--- config.mk ---
export PLATFORM = sky130hd
export DESIGN_NAME = ahb_bus_arbiter
export DESIGN_NICKNAME = d
export VERILOG_FILES = /design/src/rtl/ahb_pkg.sv /design/src/rtl/ahb_arb_fsm.sv /design/src/rtl/ahb_bus_arbiter.sv
export SDC_FILE = /design/constraint.sdc
export NUM_CORES = 1
export LEC_CHECK = 0
export CORE_MARGIN = 3
export CORE_UTILIZATION = 25
export CTS_BUF_LIST = sky130_fd_sc_hd__clkbuf_16
export DETAILED_ROUTE_END_ITERATION = 10
export GPL_ROUTABILITY_DRIVEN = 0
export MAX_ROUTING_LAYER = met4
export PLACE_DENSITY = 0.85
export SYNTH_ARGS = -nofsm -noshare
export SYNTH_HDL_FRONTEND = slang
export SYNTH_SLANG_ARGS = --single-unit
--- constraint.sdc ---
create_clock -name HCLK -period 2 [get_ports HCLK]
set_input_delay 0.2 -clock HCLK [delete_from_list [all_inputs] [get_ports HCLK]]
set_output_delay 0.2 -clock HCLK [all_outputs]
set_load 0.05 [all_outputs]
--- src/rtl/ahb_pkg.sv ---
// ahb_pkg: AHB-Lite transfer/burst/size encodings and arbiter states shared by the bus arbiter
package ahb_pkg;

    typedef enum logic [1:0] {
        IDLE   = 2'b00,
        BUSY   = 2'b01,
        NONSEQ = 2'b10,
        SEQ    = 2'b11
    } Transfer_state;

    typedef enum logic [2:0] {
        SINGLE = 3'd0,
        INCR   = 3'd1,
        WRAP4  = 3'd2,
        INCR4  = 3'd3,
        WRAP8  = 3'd4,
        INCR8  = 3'd5,
        WRAP16 = 3'd6,
        INCR16 = 3'd7
    } Burst_state;

    typedef enum logic [1:0] {
        BYTE     = 2'd0,
        HALFWORD = 2'd1,
        WORD     = 2'd2,
        DWORD    = 2'd3
    } Size_state;

    typedef enum logic [1:0] {
        PARK   = 2'd0,
        OWNED  = 2'd1,
        LOCKED = 2'd2
    } Arb_state;

    // Beats still to come after the NONSEQ of a fixed-length burst; 0 for SINGLE and INCR
    function automatic logic [3:0] burst_beats(Burst_state b);
        return (b == WRAP16 || b == INCR16) ? 4'd15 :
               (b == WRAP8  || b == INCR8)  ? 4'd7  :
               (b == WRAP4  || b == INCR4)  ? 4'd3  : 4'd0;
    endfunction

endpackage

--- src/rtl/ahb_arb_fsm.sv ---
// ahb_arb_fsm: grant state machine and burst beat counter; AHB_ARB_ROUND_ROBIN_EN selects round-robin ties (default: master 0 wins)
module ahb_arb_fsm
    import ahb_pkg::*;
(
    input  logic       clk_i,
    input  logic       rst_ni,
    input  logic [1:0] req_i,
    input  logic       hready_i,
    input  logic       hresp_i,
    input  logic [1:0] htrans_i,
    input  logic [2:0] hburst_i,
    output logic       owner_o
);

    Arb_state      state_q, state_d;
    logic          owner_q, owner_d;
    logic [3:0]    beats_left_q, beats_left_d;
    logic          incr_q, incr_d;
    logic          tie_win;
    logic          lock_start;
    logic          arb_point;
    logic          pick;
    Transfer_state trans;
    Burst_state    burst;

    assign trans = Transfer_state'(htrans_i);
    assign burst = Burst_state'(hburst_i);

    // An accepted NONSEQ that opens a locked burst keeps the current owner even on an otherwise free edge
    assign lock_start = hready_i && !hresp_i && trans == NONSEQ &&
                        (burst_beats(burst) != 4'd0 || burst == INCR);
    assign arb_point  = hready_i && state_q != LOCKED && !lock_start;
    assign pick       = (req_i == 2'b11) ? tie_win : req_i[1];

`ifdef AHB_ARB_ROUND_ROBIN_EN
    logic last_grant_q, last_grant_d;

    assign tie_win      = ~last_grant_q;
    assign last_grant_d = (arb_point && req_i != 2'b00) ? pick : last_grant_q;

    // Remember who was granted last on a request so the other master wins the next tie
    always_ff @(posedge clk_i or negedge rst_ni) begin
        if (!rst_ni) last_grant_q <= 1'b1;
        else         last_grant_q <= last_grant_d;
    end
`else
    assign tie_win = 1'b0;
`endif

    // Next state: wait states freeze everything, an error response drops the burst, grants move only at arbitration points
    always_comb begin
        beats_left_d = beats_left_q;
        incr_d       = incr_q;
        owner_d      = owner_q;
        state_d      = state_q;
        if (hresp_i) begin
            beats_left_d = 4'd0;
            incr_d       = 1'b0;
        end else if (hready_i) begin
            beats_left_d = (trans == NONSEQ) ? burst_beats(burst) :
                           (trans == SEQ && beats_left_q != 4'd0) ? beats_left_q - 4'd1 : beats_left_q;
            incr_d       = (trans == NONSEQ) ? (burst == INCR) :
                           ((trans == SEQ || trans == BUSY) && incr_q);
        end
        if (arb_point) owner_d = pick;
        if (hready_i || hresp_i)
            state_d = (beats_left_d != 4'd0 || incr_d) ? LOCKED :
                      (req_i == 2'b00 && !owner_d)     ? PARK   : OWNED;
    end

    // Grant owner, burst counter, INCR-burst flag and state registers
    always_ff @(posedge clk_i or negedge rst_ni) begin
        if (!rst_ni) begin
            state_q      <= PARK;
            owner_q      <= 1'b0;
            beats_left_q <= 4'd0;
            incr_q       <= 1'b0;
        end else begin
            state_q      <= state_d;
            owner_q      <= owner_d;
            beats_left_q <= beats_left_d;
            incr_q       <= incr_d;
        end
    end

    assign owner_o = owner_q;

endmodule

--- src/rtl/ahb_bus_arbiter.sv ---
// ahb_bus_arbiter: two-master AHB-Lite arbiter with address/data muxing; define AHB_ARB_ROUND_ROBIN_EN for round-robin ties
module ahb_bus_arbiter
    import ahb_pkg::*;
#(
    parameter int ADDR_WIDTH = 32,
    parameter int DATA_WIDTH = 32
) (
    input  logic                  HCLK,
    input  logic                  HRESETn,
    input  logic                  M0_HBUSREQ,
    input  logic                  M1_HBUSREQ,
    input  logic [ADDR_WIDTH-1:0] M0_HADDR,
    input  logic [ADDR_WIDTH-1:0] M1_HADDR,
    input  logic [1:0]            M0_HTRANS,
    input  logic [1:0]            M1_HTRANS,
    input  logic                  M0_HWRITE,
    input  logic                  M1_HWRITE,
    input  logic [1:0]            M0_HSIZE,
    input  logic [1:0]            M1_HSIZE,
    input  logic [2:0]            M0_HBURST,
    input  logic [2:0]            M1_HBURST,
    input  logic [DATA_WIDTH-1:0] M0_HWDATA,
    input  logic [DATA_WIDTH-1:0] M1_HWDATA,
    input  logic                  HREADY,
    input  logic                  HRESP,
    output logic                  M0_HGRANT,
    output logic                  M1_HGRANT,
    output logic [ADDR_WIDTH-1:0] HADDR,
    output logic [1:0]            HTRANS,
    output logic                  HWRITE,
    output logic [1:0]            HSIZE,
    output logic [2:0]            HBURST,
    output logic [DATA_WIDTH-1:0] HWDATA,
    output logic                  HMASTER
);

    logic addr_owner;
    logic data_owner_q, data_owner_d;

    ahb_arb_fsm u_fsm (
        .clk_i    (HCLK),
        .rst_ni   (HRESETn),
        .req_i    ({M1_HBUSREQ, M0_HBUSREQ}),
        .hready_i (HREADY),
        .hresp_i  (HRESP),
        .htrans_i (HTRANS),
        .hburst_i (HBURST),
        .owner_o  (addr_owner)
    );

    assign M0_HGRANT = !addr_owner;
    assign M1_HGRANT = addr_owner;

    // Address phase comes straight from the grant holder, with no pipeline stage
    assign HADDR  = addr_owner ? M1_HADDR  : M0_HADDR;
    assign HTRANS = addr_owner ? M1_HTRANS : M0_HTRANS;
    assign HWRITE = addr_owner ? M1_HWRITE : M0_HWRITE;
    assign HSIZE  = addr_owner ? M1_HSIZE  : M0_HSIZE;
    assign HBURST = addr_owner ? M1_HBURST : M0_HBURST;

    assign data_owner_d = HREADY ? addr_owner : data_owner_q;

    // Data-phase owner trails the address owner by one accepted transfer so a handover finishes the old data phase
    always_ff @(posedge HCLK or negedge HRESETn) begin
        if (!HRESETn) data_owner_q <= 1'b0;
        else          data_owner_q <= data_owner_d;
    end

    assign HMASTER = data_owner_q;
    assign HWDATA  = data_owner_q ? M1_HWDATA : M0_HWDATA;

endmodule

==> impl_metrics.env <==
export IMPL_antenna_left=0
export IMPL_clock_fmax_ghz=0.5261
export IMPL_fin_area_um2=3965
export IMPL_post_route_period_util_pct=95.04
export IMPL_relSlewSlack_pct=73.08
export IMPL_slew_viol_final=0
export IMPL_num_fill_cells=455
export IMPL_syn_avg_cell_area_um2=9.706
export IMPL_clock_sinks=9
export IMPL_synth_warnings=0
export IMPL_nets=547
export IMPL_firstDrtPassIters=4
export IMPL_yosysUniqueCellTypes=44
export IMPL_hp_class="in2async"
export IMPL_grt_usage_pct=22.67
export IMPL_io_buffers=224
export IMPL_drive_gt1_share_pct=43.80
export IMPL_endpoint_kind="flop"
export IMPL_overflow=0
export IMPL_clkTransAtPathRegs_ns=0.04
export IMPL_final_cell_mix="clkdlybuf4s50_1, buf_4, mux2_2"
export IMPL_grt_pass1_wl_um=12920
export IMPL_via_per_inst=4.779
export IMPL_placedCellCount=466
export IMPL_numCtsBuffers=3
export IMPL_syn_nets=320
export IMPL_cts_setup_buffers=0
export IMPL_synthCells=169
export IMPL_antennaDiodeCount=0
export IMPL_worstPathArrival_ns=2.02
export IMPL_syn2layout_area_growth_pct=141.7
export IMPL_root_buffer="clkbuf_16"
export IMPL_dieWidth_um=87
export IMPL_cts_tree="built"
export IMPL_r2r_end="u_fsm.state_q[1]$_DFFE_PN0P_"
export IMPL_setup_viol=0
export IMPL_cp_required_ns=2.12
export IMPL_holdBufCountCts=0
export IMPL_htree_levels=1
export IMPL_grt_max_degree=36
export IMPL_die_h_um=87
export IMPL_tns_ns=0
export IMPL_drc_errors=0
export IMPL_die_area_um2=7569
export IMPL_rsz0062_at_grt="false"
export IMPL_status="completed"
export IMPL_fin_cells=470
export IMPL_worstMarginPinSlew_ns=0.3936
export IMPL_synth_area_um2=1640
export IMPL_vias=2246
export IMPL_grt_pass1_vias=2537
export IMPL_cts_resized_gates=1
export IMPL_yosysSeqAreaShare_pct=13.73
export IMPL_criticalPathCategory="reg2reg"
export IMPL_dp_hpwl_um=7642
export IMPL_fp_row_count=28
export IMPL_ir_worst_vdd_mv=0.6704
export IMPL_start_kind="flop"
export IMPL_synth_seq_cells=9
export IMPL_critPathMaxFanout=4
export IMPL_ff2ff_setup_slack_ns=0.1
export IMPL_holdWs_ns=0.2631
export IMPL_dpl_cell_area_um2=3869
export IMPL_final_common_cell="clkdlybuf4s50_1"
export IMPL_drt_iter0_drc=94
export IMPL_worstReg2RegStart="u_fsm.beats_left_q[0]$_DFF_PN0_"
export IMPL_power_leakage_uw=0.001647
export IMPL_p_total_uw=3197
export IMPL_clkLatencyLatePin_ns=0.23
export IMPL_cap_violations=0
export IMPL_r2r_cells=7
export IMPL_period_minus_slack_ns=1.901
export IMPL_core_area_um2=6131
export IMPL_final_hold_violation_count=0
export IMPL_cts_max_path_buffers=2
export IMPL_io_pins=225
export IMPL_antenna_found_initial=0
export IMPL_power_per_cell_area_nw_per_um2=806.4
export IMPL_avgRoutedWirePerCell_um=18.38
export IMPL_initial_core_util_pct=26.76
export IMPL_finalWirelength_um=8640
export IMPL_fin_skew_ns=0.001090
## sequential cells by signal, indices dropped and copies added (netlist names)
name and flops:
u_fsm.incr_q 1, HMASTER 1, u_fsm.beats_left_q 4, u_fsm.state_q 2, u_fsm.owner_o 1
## synth_stat cells, drive strengths merged
library cell / n / area, um2
mux2: 72 / 814.5
a21oi: 9 / 48.80
buf: 9 / 62.55
dfrtp: 9 / 225.2
inv: 7 / 26.28
nand2: 5 / 18.77
nand3b: 5 / 53.80
o21ai: 5 / 25.02
clkbuf: 4 / 15.01
nor3: 4 / 20.02
a31oi: 3 / 18.77
mux2i: 3 / 30.03
nand3: 3 / 20.02
nor2: 3 / 11.26
nor3b: 3 / 27.52
a2111oi: 2 / 23.77
a211oi: 2 / 15.01
a21o: 2 / 15.01
a221oi: 2 / 30.03
nor4: 2 / 12.51
a211o: 1 / 8.760
a21boi: 1 / 7.510
a311oi: 1 / 8.760
a31o: 1 / 8.760
and3: 1 / 6.260
and3b: 1 / 8.760
ha: 1 / 12.51
nor2b: 1 / 6.260
o21a: 1 / 7.510
o22a: 1 / 8.760
o311ai: 1 / 8.760
o31a: 1 / 8.760
o31ai: 1 / 7.510
or3: 1 / 6.260
or3b: 1 / 11.26
## cell families after synthesis
| kind of cell | Yosys count | share of synthesized area [%] |
|---|---|---|
| multiplexers | 75 | 51.49 |
| flip-flops | 9 | 13.73 |
| AND/OR/NAND/NOR | 30 | 12.36 |
| AO/OA/AOI/OAI | 34 | 15.33 |
| buffers and inverters | 20 | 6.330 |
| adder cells (fa/ha/maj) | 1 | 0.7627 |
## metal layers
metal	up-vias	track usage, %	wire (um)
met5	-	-	0
met4	0	6.516	191
met3	20	3.217	481
met2	113	39.34	4574
met1	1009	27.12	3392
li1	1104	-	-
## how the worst max path moves through the flow
stage | startpoint | end | slack (ns) | cells after the start
2_1_floorplan | u_fsm.owner_o$_DFF_PN0_ | u_fsm.state_q[1]$_DFFE_PN0P_ | 0.01 | 7
3_3_place_gp | M0_HTRANS[1] | u_fsm.state_q[1]$_DFFE_PN0P_ | -0.01 | 6
3_5_place_dp | M0_HTRANS[1] | u_fsm.state_q[1]$_DFFE_PN0P_ | -0.04 | 6
4_1_cts | u_fsm.owner_o$_DFF_PN0_ | HADDR[22] | 0.03 | 3
5_1_grt | u_fsm.beats_left_q[0]$_DFF_PN0_ | u_fsm.state_q[1]$_DFFE_PN0P_ | 0.004 | 7
6_report | u_fsm.beats_left_q[0]$_DFF_PN0_ | u_fsm.state_q[1]$_DFFE_PN0P_ | 0.1 | 7
## final cells by class
cell class              instances  area (um2)  share of cell area [%]
flip-flops and latches          9       226.5                   5.712
inverters                       7       26.28                  0.6627
clock inverters                 1       3.754                 0.09467
repair buffers                235        2203                   55.57
well taps                      75       93.84                   2.367
clock buffers                   3       75.07                   1.893
multi-input cells             140        1336                   33.70
## worst max-delay path, cell delays in order (launching register included)
cell	delay (ns)
dfrtp_1	0.38
inv_1	0.09
ha_1	0.25
nor3b_2	0.19
a211oi_1	0.35
a211o_1	0.16
a31oi_1	0.11
o31a_1	0.25
## power by group
part,switching (uW),total [uW],internal (uW)
registers,37.8,252,214
logic,1520,2600,1080
clock network,85.7,347,261
## per-stage QoR
| stage | worst slack, ns | util, % |
|---|---|---|
| floorplan | 0.01001 | - |
| CTS | 0.02939 | 64.47 |
| finish | 0.09921 | 64.67 |
| global route | 0.003886 | 64.67 |
| detailed placement | -0.04261 | 63.10 |
| global placement | -0.01476 | 63.10 |
No activity file was read; power rests on OpenSTA's default activity.
